[config.mk]
export PLATFORM = sky130hd
export DESIGN_NAME = int_controller
export DESIGN_NICKNAME = d
export VERILOG_FILES = /design/src/rtl/io_pkg.sv /design/src/rtl/int_prio_enc.sv /design/src/rtl/int_controller.sv
export SDC_FILE = /design/constraint.sdc
export NUM_CORES = 1
export LEC_CHECK = 0
export BUFFER_PORTS_ARGS = -buffer_cell sky130_fd_sc_hd__buf_4
export CORE_ASPECT_RATIO = 1.2
export CORE_MARGIN = 3
export CORE_UTILIZATION = 49
export DETAILED_ROUTE_END_ITERATION = 10
export PLACE_DENSITY = 0.76
export REMOVE_ABC_BUFFERS = 1
export SETUP_SLACK_MARGIN = 0.4
export SKIP_CTS_REPAIR_TIMING = 1
export SLEW_MARGIN = 25
export SYNTH_ARGS = -nofsm -noshare
export SYNTH_HDL_FRONTEND = slang
export SYNTH_SLANG_ARGS = --single-unit
[constraint.sdc]
create_clock -name clk -period 1.9 [get_ports clk]
set_clock_uncertainty 0.2 [all_clocks]
set_input_delay 0.19 -clock clk [delete_from_list [all_inputs] [get_ports clk]]
set_output_delay 0.19 -clock clk [all_outputs]
set_load 0.02 [all_outputs]
[src/rtl/io_pkg.sv]
// Shared I/O definitions: register selects, interrupt FSM states and widths.
package io_pkg;

  localparam int IRQ_W = 16;
  localparam int VEC_W = 4;

  localparam logic [1:0] SEL_MASK = 2'd0;
  localparam logic [1:0] SEL_PEND = 2'd1;
  localparam logic [1:0] SEL_STAT = 2'd2;
  localparam logic [1:0] SEL_EN   = 2'd3;

  typedef enum logic [1:0] {
    ST_IDLE    = 2'd0,
    ST_REQ     = 2'd1,
    ST_SERVICE = 2'd2
  } int_state_e;

endpackage

[src/rtl/int_prio_enc.sv]
// Lowest-index-first priority encoder: returns the index of the lowest set
// request bit and whether any bit was set at all.
module int_prio_enc
  import io_pkg::*;
(
  input  logic [IRQ_W-1:0] req_i,
  output logic [VEC_W-1:0] idx_o,
  output logic             found_o
);

  // Scan from the top down so the lowest set bit is the last one to win.
  always_comb begin
    idx_o   = '0;
    found_o = 1'b0;
    for (int i = IRQ_W - 1; i >= 0; i--) begin
      if (req_i[i]) begin
        idx_o   = VEC_W'(i);
        found_o = 1'b1;
      end
    end
  end

endmodule

[src/rtl/int_controller.sv]
// Interrupt controller: captures request edges into pending, gates them by
// mask and global enable, and hands one vector at a time to the CPU.
module int_controller
  import io_pkg::*;
#(
  parameter int N_SRC = 16
) (
  input  logic             clk,
  input  logic             rst,
  input  logic [IRQ_W-1:0] irq,
  input  logic             read,
  input  logic             write,
  input  logic [1:0]       sel,
  input  logic [IRQ_W-1:0] in_bus,
  output logic [IRQ_W-1:0] out_bus,
  output logic             interrupt,
  input  logic             int_ack,
  input  logic             int_ret,
  output logic [VEC_W-1:0] vector,
  output logic             in_service
);

  // Bits for request lines that are not populated stay permanently zero.
  localparam logic [IRQ_W-1:0] SRC_MASK = IRQ_W'((32'd1 << N_SRC) - 32'd1);

  int_state_e       state_q, state_d;
  logic [IRQ_W-1:0] irq_q;
  logic [IRQ_W-1:0] pending_q, pending_d;
  logic [IRQ_W-1:0] mask_q, mask_d;
  logic             enable_q, enable_d;
  logic [VEC_W-1:0] vector_q, vector_d;

  logic [IRQ_W-1:0] rise;
  logic [IRQ_W-1:0] elig;
  logic [IRQ_W-1:0] sw_clr;
  logic [IRQ_W-1:0] ack_clr;
  logic [VEC_W-1:0] win_idx;
  logic             win_found;
  logic             take_ack;

  assign rise = irq & ~irq_q & SRC_MASK;
  assign elig = enable_q ? (pending_q & mask_q) : '0;

  int_prio_enc u_prio (
    .req_i   (elig),
    .idx_o   (win_idx),
    .found_o (win_found)
  );

  // FSM next state; an acknowledge only counts while something is still eligible.
  always_comb begin
    state_d  = state_q;
    take_ack = 1'b0;
    case (state_q)
      ST_IDLE: begin
        if (win_found) state_d = ST_REQ;
      end
      ST_REQ: begin
        if (!win_found) begin
          state_d = ST_IDLE;
        end else if (int_ack) begin
          state_d  = ST_SERVICE;
          take_ack = 1'b1;
        end
      end
      ST_SERVICE: begin
        if (int_ret) state_d = ST_IDLE;
      end
      default: state_d = ST_IDLE;
    endcase
  end

  // Register file next state; a fresh edge always wins over either clear.
  always_comb begin
    mask_d   = mask_q;
    enable_d = enable_q;
    vector_d = vector_q;
    sw_clr   = '0;
    ack_clr  = '0;
    if (write) begin
      case (sel)
        SEL_MASK: mask_d   = in_bus & SRC_MASK;
        SEL_PEND: sw_clr   = in_bus;
        SEL_EN:   enable_d = in_bus[0];
        default:  ;
      endcase
    end
    if (take_ack) begin
      vector_d         = win_idx;
      ack_clr[win_idx] = 1'b1;
    end
    pending_d = ((pending_q & ~sw_clr & ~ack_clr) | rise) & SRC_MASK;
  end

  // State registers with asynchronous reset.
  always_ff @(posedge clk or posedge rst) begin
    if (rst) begin
      state_q   <= ST_IDLE;
      irq_q     <= '0;
      pending_q <= '0;
      mask_q    <= '0;
      enable_q  <= 1'b0;
      vector_q  <= '0;
    end else begin
      state_q   <= state_d;
      irq_q     <= irq & SRC_MASK;
      pending_q <= pending_d;
      mask_q    <= mask_d;
      enable_q  <= enable_d;
      vector_q  <= vector_d;
    end
  end

  assign interrupt  = (state_q == ST_REQ);
  assign in_service = (state_q == ST_SERVICE);
  assign vector     = vector_q;

  // Combinational read mux, quiet when no read is in progress.
  always_comb begin
    out_bus = '0;
    if (read) begin
      case (sel)
        SEL_MASK: out_bus = mask_q;
        SEL_PEND: out_bus = pending_q;
        SEL_STAT: out_bus = {11'b0, in_service, vector_q};
        SEL_EN:   out_bus = {15'b0, enable_q};
        default:  out_bus = '0;
      endcase
    end
  end

endmodule

Word level (Yosys, flattened, before mapping) --
Index checks and enable logic that the tools add are counted.
Storage, ports and cells: register bits 55, bits of input ports 40, output and inout bits 22, word-level logic and storage cells 78
Cells by class: order comparisons 2, eq/ne operators 8, muxes and demuxes 48, bitwise gates (word level) 8, reduce and logical (&&, ||, !) cells 6
Operators with widths (count):
- 2-to-1 mux 16 bit | 5
- AND 16 bit | 4
- 2-to-1 mux 4 bit | 16
- one-hot mux 16 bit (4 select lines) | 1
- NOT 16 bit | 3
- 2-to-1 mux 1 bit | 20
- bitwise OR 16 bit | 1
- 2-to-1 mux 2 bit | 4
- == test 2 bit, second input constant | 3
- one-hot mux 2 bit (3 select lines) | 1
- < comparator 4 x 5 -> 1 bit, second input constant | 1
- demux 1 bit (select 4 bit) | 1
- == test 2 x 1 -> 1 bit, second input constant | 2
- greater-or-equal comparator 4 x 1 -> 1 bit, second input constant | 1
- zero test 2 bit | 2
- != test 2 bit, second input constant | 2
- AND reduction 2 bit | 2
- != test 3 bit, second input constant | 1
- AND reduction 3 bit | 1
- logical AND 1 bit | 1

Depth between registers and ports, before layout --
depth in word-level cells 26, mapped depth 7, mapped depth without buffers 6

Modules after synthesis --
Synthesis repeated with hierarchy kept, for this count alone.
Unflattened totals: cell total of the unflattened synthesis 278, area total of the unflattened synthesis 2855.2 um2
Modules (own cells, without submodules):
- int_controller | instances 1, cells an instance 245, area each 2676.3 um2, sequential area each 1376.3 um2
- int_prio_enc | instances 1, cells an instance 33, area each 178.9 um2, sequential area each 0.0 um2

Worst setup path before layout --
OpenSTA, ideal clock, no wires.
path kind reg2reg, from register pending_q[4], to register pending_q[15], setup time 122 ps, arrival time 1673 ps, required time 1578 ps, path slack -95 ps, stages on the path, launching flop included 6, path buffers 0, period minus slack after synthesis 1995 ps, path through dfrtp_1 a22oi_2 nand3_1 o32ai_4 or3b_1 a32o_1
On the way: word-level cells in the longest chain between the ends 15, elaborated cells on any way between the ends 23, those cells by class order compare: 2; mux: 16; bitwise: 4; reduce/logical: 1
Ends and longest elaborated chain:
- from (decl) | line int_controller.sv:28 | logic [IRQ_W-1:0] pending_q, pending_d;
- from (signal assigned) | line int_controller.sv:107 | pending_q <= pending_d;
- AND 16 bit (*) | line int_controller.sv:42 | assign elig = enable_q ? (pending_q & mask_q) : '0;
- 2-to-1 mux 16 bit (*) | line int_controller.sv:42
- 2-to-1 mux 4 bit (5 in a row) | line int_prio_enc.sv:16 | if (req_i[i]) begin
- < comparator 4 x 5 -> 1 bit (not written as such) / greater-or-equal comparator 4 x 1 -> 1 bit (equally long branches) | line int_controller.sv:90 | ack_clr[win_idx] = 1'b1;
- logical AND 1 bit (not written as such) | line int_controller.sv:90
- 2-to-1 mux 1 bit (not written as such) | line int_controller.sv:90
- demux 1 bit (select 4 bit) | line int_controller.sv:90
- 2-to-1 mux 16 bit (*) | line int_controller.sv:88 | if (take_ack) begin
- NOT 16 bit (*) | line int_controller.sv:92 | pending_d = ((pending_q & ~sw_clr & ~ack_clr) | rise) & SRC_MASK;
- AND 16 bit (*) | line int_controller.sv:92
- bitwise OR 16 bit (*) | line int_controller.sv:92
- named net pending_d[15] | line int_controller.sv:28
Mark *: on every way through the listed nets, which the timed path passes. The rest lies on a longest branch. A chain may end at the register's enable or synchronous reset.

Final worst setup path --
from register mask_q[10], to register pending_q[4]
On the way: word-level cells in the longest chain between the ends 21, elaborated cells on any way between the ends 35, those cells by class order compare: 2; mux: 28; bitwise: 4; reduce/logical: 1
Ends and longest elaborated chain:
- from (decl) | line int_controller.sv:29 | logic [IRQ_W-1:0] mask_q, mask_d;
- from (signal assigned) | line int_controller.sv:108 | mask_q <= mask_d;
- AND 16 bit (*) | line int_controller.sv:42
- 2-to-1 mux 16 bit (*) | line int_controller.sv:42
- 2-to-1 mux 4 bit (11 in a row) | line int_prio_enc.sv:16
- < comparator 4 x 5 -> 1 bit (not written as such) / greater-or-equal comparator 4 x 1 -> 1 bit (equally long branches) | line int_controller.sv:90
- logical AND 1 bit (not written as such) | line int_controller.sv:90
- 2-to-1 mux 1 bit (not written as such) | line int_controller.sv:90
- demux 1 bit (select 4 bit) | line int_controller.sv:90
- 2-to-1 mux 16 bit (*) | line int_controller.sv:88
- NOT 16 bit (*) | line int_controller.sv:92
- AND 16 bit (*) | line int_controller.sv:92
- bitwise OR 16 bit (*) | line int_controller.sv:92
- named net pending_d[4] | line int_controller.sv:28
Marks and branches as above.

==> results.toml <==
[synthesis]
synthFlopType = "dfrtp_1"
yosysTopAreaCell = "dfrtp_1"
netlist-cell-type-count = 43
synth_top_area_share_pct = 49.46
synthTopCellsByCount = "dfrtp_1 (55), nand2_1 (38), nor2_1 (20)"
ys_warn_count = 0
yosys.cell_count.top_type = "dfrtp_1"
syn_area_per_cell_sq_um = 10.23
synth_area_sq_um = 2783
ys_seq_area_share_pct = 49.46
synthCells = 272
async_flop_share_pct = 100.0
ys_ff_latch = 55
synth_area_leaders = "dfrtp_1 (49%), mux2_2 (7.3%), mux2i_1 (5.8%), nand2_1 (5.1%), nor2_1 (2.7%)"
synth_edf_count = 0

[run]
maxCapViolCount = 0

[timing]
setup_slack_ns = -0.2350
hold_viol = 0
slew_headroom_pct = 55.02
finalCriticalPeriod_ns = 2.135
rsz0062_at_grt = "true"
setup_viol = 22
tightest_slew_ns = 0.6748
fmax_ghz = 0.4684
slew_violations = 0
finalCritPeriodShare_pct = 112.4

[final_layout]
fin_util_pct = 86.42
final_cell_area_sq_um = 4672
diodes = 0
fin_nets = 470
nFillCells = 252
drive_gt1_share_pct = 47.80
area_growth_pct = 67.90
layout.cells.non_filler = 493

[routing]
drtIter0Drc = 197
firstDrtPassIters = 5
wl_per_cell_um = 19.66
final_antenna_net_count = 0
vias_per_cell = 5.832
post-route-drc-count = 0
via_count = 2875
routed_wl_um = 9691

[power_and_ir_drop]
p_comb_share_pct = 47.3
total_power_mw = 4.774
ir_drop_mv = 0.8370
seqPwrFrac_pct = 33.2
internal_power_mw = 3.062
power.leakage_nw = 2.132
p_sw_share_pct = 35.87
pwr-share-clk_pct = 19.4
power_density_nw_per_um2 = 1022
p_sw_mw = 1.712

[min_path]
hold_path_class = "in2reg"

[clock_network]
cts_tree = "done"
clkSlewWorstSetupHoldPaths_ns = 0.11
ctsRootBufferMaster = "clkbuf_8"
insertion_delay_ns = 0.33
h-tree-depth = 2
cts_buffer_depth = 2
cts_num_sinks = 55
numCtsBuffers = 5

[place]
dpl_cell_area_sq_um = 3677
place.gp.congestion = 0.8992
numPlacedInstances = 437
dpl.hpwl_um = 5756
io_buffer_count = 61

[critical_path]
critPathKind = "reg2reg"
cp-end-kind = "register"
cp.arrival_ns = 2.12
start_kind = "register"
worst_ep_required_time_ns = 1.89
cp_max_fo = 4

[global_route]
antenna_found_initial = 0
grt_max_degree = 26
grt_pass1_vias = 2558
grt_pass1_wl_um = 12120
grt-ovfl-total = 0
grtUsageTotal_pct = 24.21

[outcome]
outcome = "finished with violations"
violations = "negative setup slack"

[die]
dieArea_sq_um = 6623
core_sq_um = 5406
die_h_um = 88.55
ios = 62
rows = 29
initial_core_util_pct = 51.47
die_w_um = 74.79
metrics by stage:
step                      worst slack (ns)  setup TNS, ns  hold slack (ns)
after floorplan                    -0.2411        -0.2532          0.02143
after global routing               -0.3062         -3.952          0.02471
after global placement             -0.1450         -1.071          0.05001
after CTS                          -0.2082         -2.658          -0.2883
after detailed placement           -0.1789         -1.551          0.05294
final                              -0.2350         -2.552          0.04047
worst max-delay path, cell delays in order (launching register included):
cell and delay [ns]:
dfrtp_1 0.45, a22o_1 0.30, o21ai_2 0.16, a211oi_2 0.10, buf_4 0.14, or2_4 0.27, o311ai_2 0.28, o21ai_1 0.11
worst paths after layout:
check,slack (ns),end,cells past startpoint,startpoint
min,0.04,state_q[0],3,int_ack
min reg2reg,0.21,pending_q[2],1,irq_q[2]
max reg2reg,-0.23,pending_q[4],7,mask_q[10]
max,-0.23,pending_q[4],7,mask_q[10]
max in group asynchronous,0.71,pending_q[13],4,rst
min in group asynchronous,0.24,mask_q[12],3,rst
power by group through the flow:
stage / Clock [mW] / Sequential, mW / Combinational (mW)
3_3_place_gp: 0 / 1.55 / 1.56
2_1_floorplan: 0 / 1.59 / 0.780
5_1_grt: 0.986 / 1.60 / 2.38
3_5_place_dp: 0 / 1.56 / 1.58
6_report: 0.928 / 1.59 / 2.26
4_1_cts: 0.930 / 1.54 / 1.59
kinds of logic (layout without fill, tap and decap cells):
logic type / count (synthesis) / after routing / share of synthesized area, %
flip-flops: 55 / 55 / 49.46
multiplexers: 35 / 35 / 13.85
buffers and inverters: 24 / 183 / 3.462
AND/OR/NAND/NOR: 96 / 96 / 16.86
AO/OA/AOI/OAI: 62 / 62 / 16.37
cell type report:
class | instances | area, sq um | area share (%)
flip-flops and latches | 55 | 1378 | 29.49
clock buffers | 5 | 68.82 | 1.473
clock inverters | 3 | 67.56 | 1.446
repair buffers | 161 | 1430 | 30.61
inverters | 14 | 52.55 | 1.125
well taps | 62 | 77.57 | 1.660
multi-input cells | 193 | 1598 | 34.20
layout by cell type (no fill, tap or decap), types with 9 or more instances in the layout:
master / Yosys / routed
a21oi_1: 11 / 9
buf_4: 0 / 93
buf_6: 0 / 33
dfrtp_1: 55 / 54
dlygate4sd3_1: 0 / 34
inv_1: 14 / 13
mux2_2: 18 / 18
mux2i_1: 16 / 12
nand2_1: 38 / 36
nor2_1: 20 / 19
flip-flops by register name (all words and copies together), names as in the netlist:
register / count
state_q: 2
irq_q: 16
pending_q: 16
vector: 4
enable_q: 1
mask_q: 16
routing by layer:
metal / up-vias / wire length (um) / GRT usage (%)
met4: 0 / 372 / 7.767
met5: - / 0 / 0
met1: 1436 / 3845 / 30.21
met3: 32 / 495 / 4.205
met2: 120 / 4978 / 42.29
li1: 1287 / - / -
Note: power is estimated with default switching activity, not from simulation.
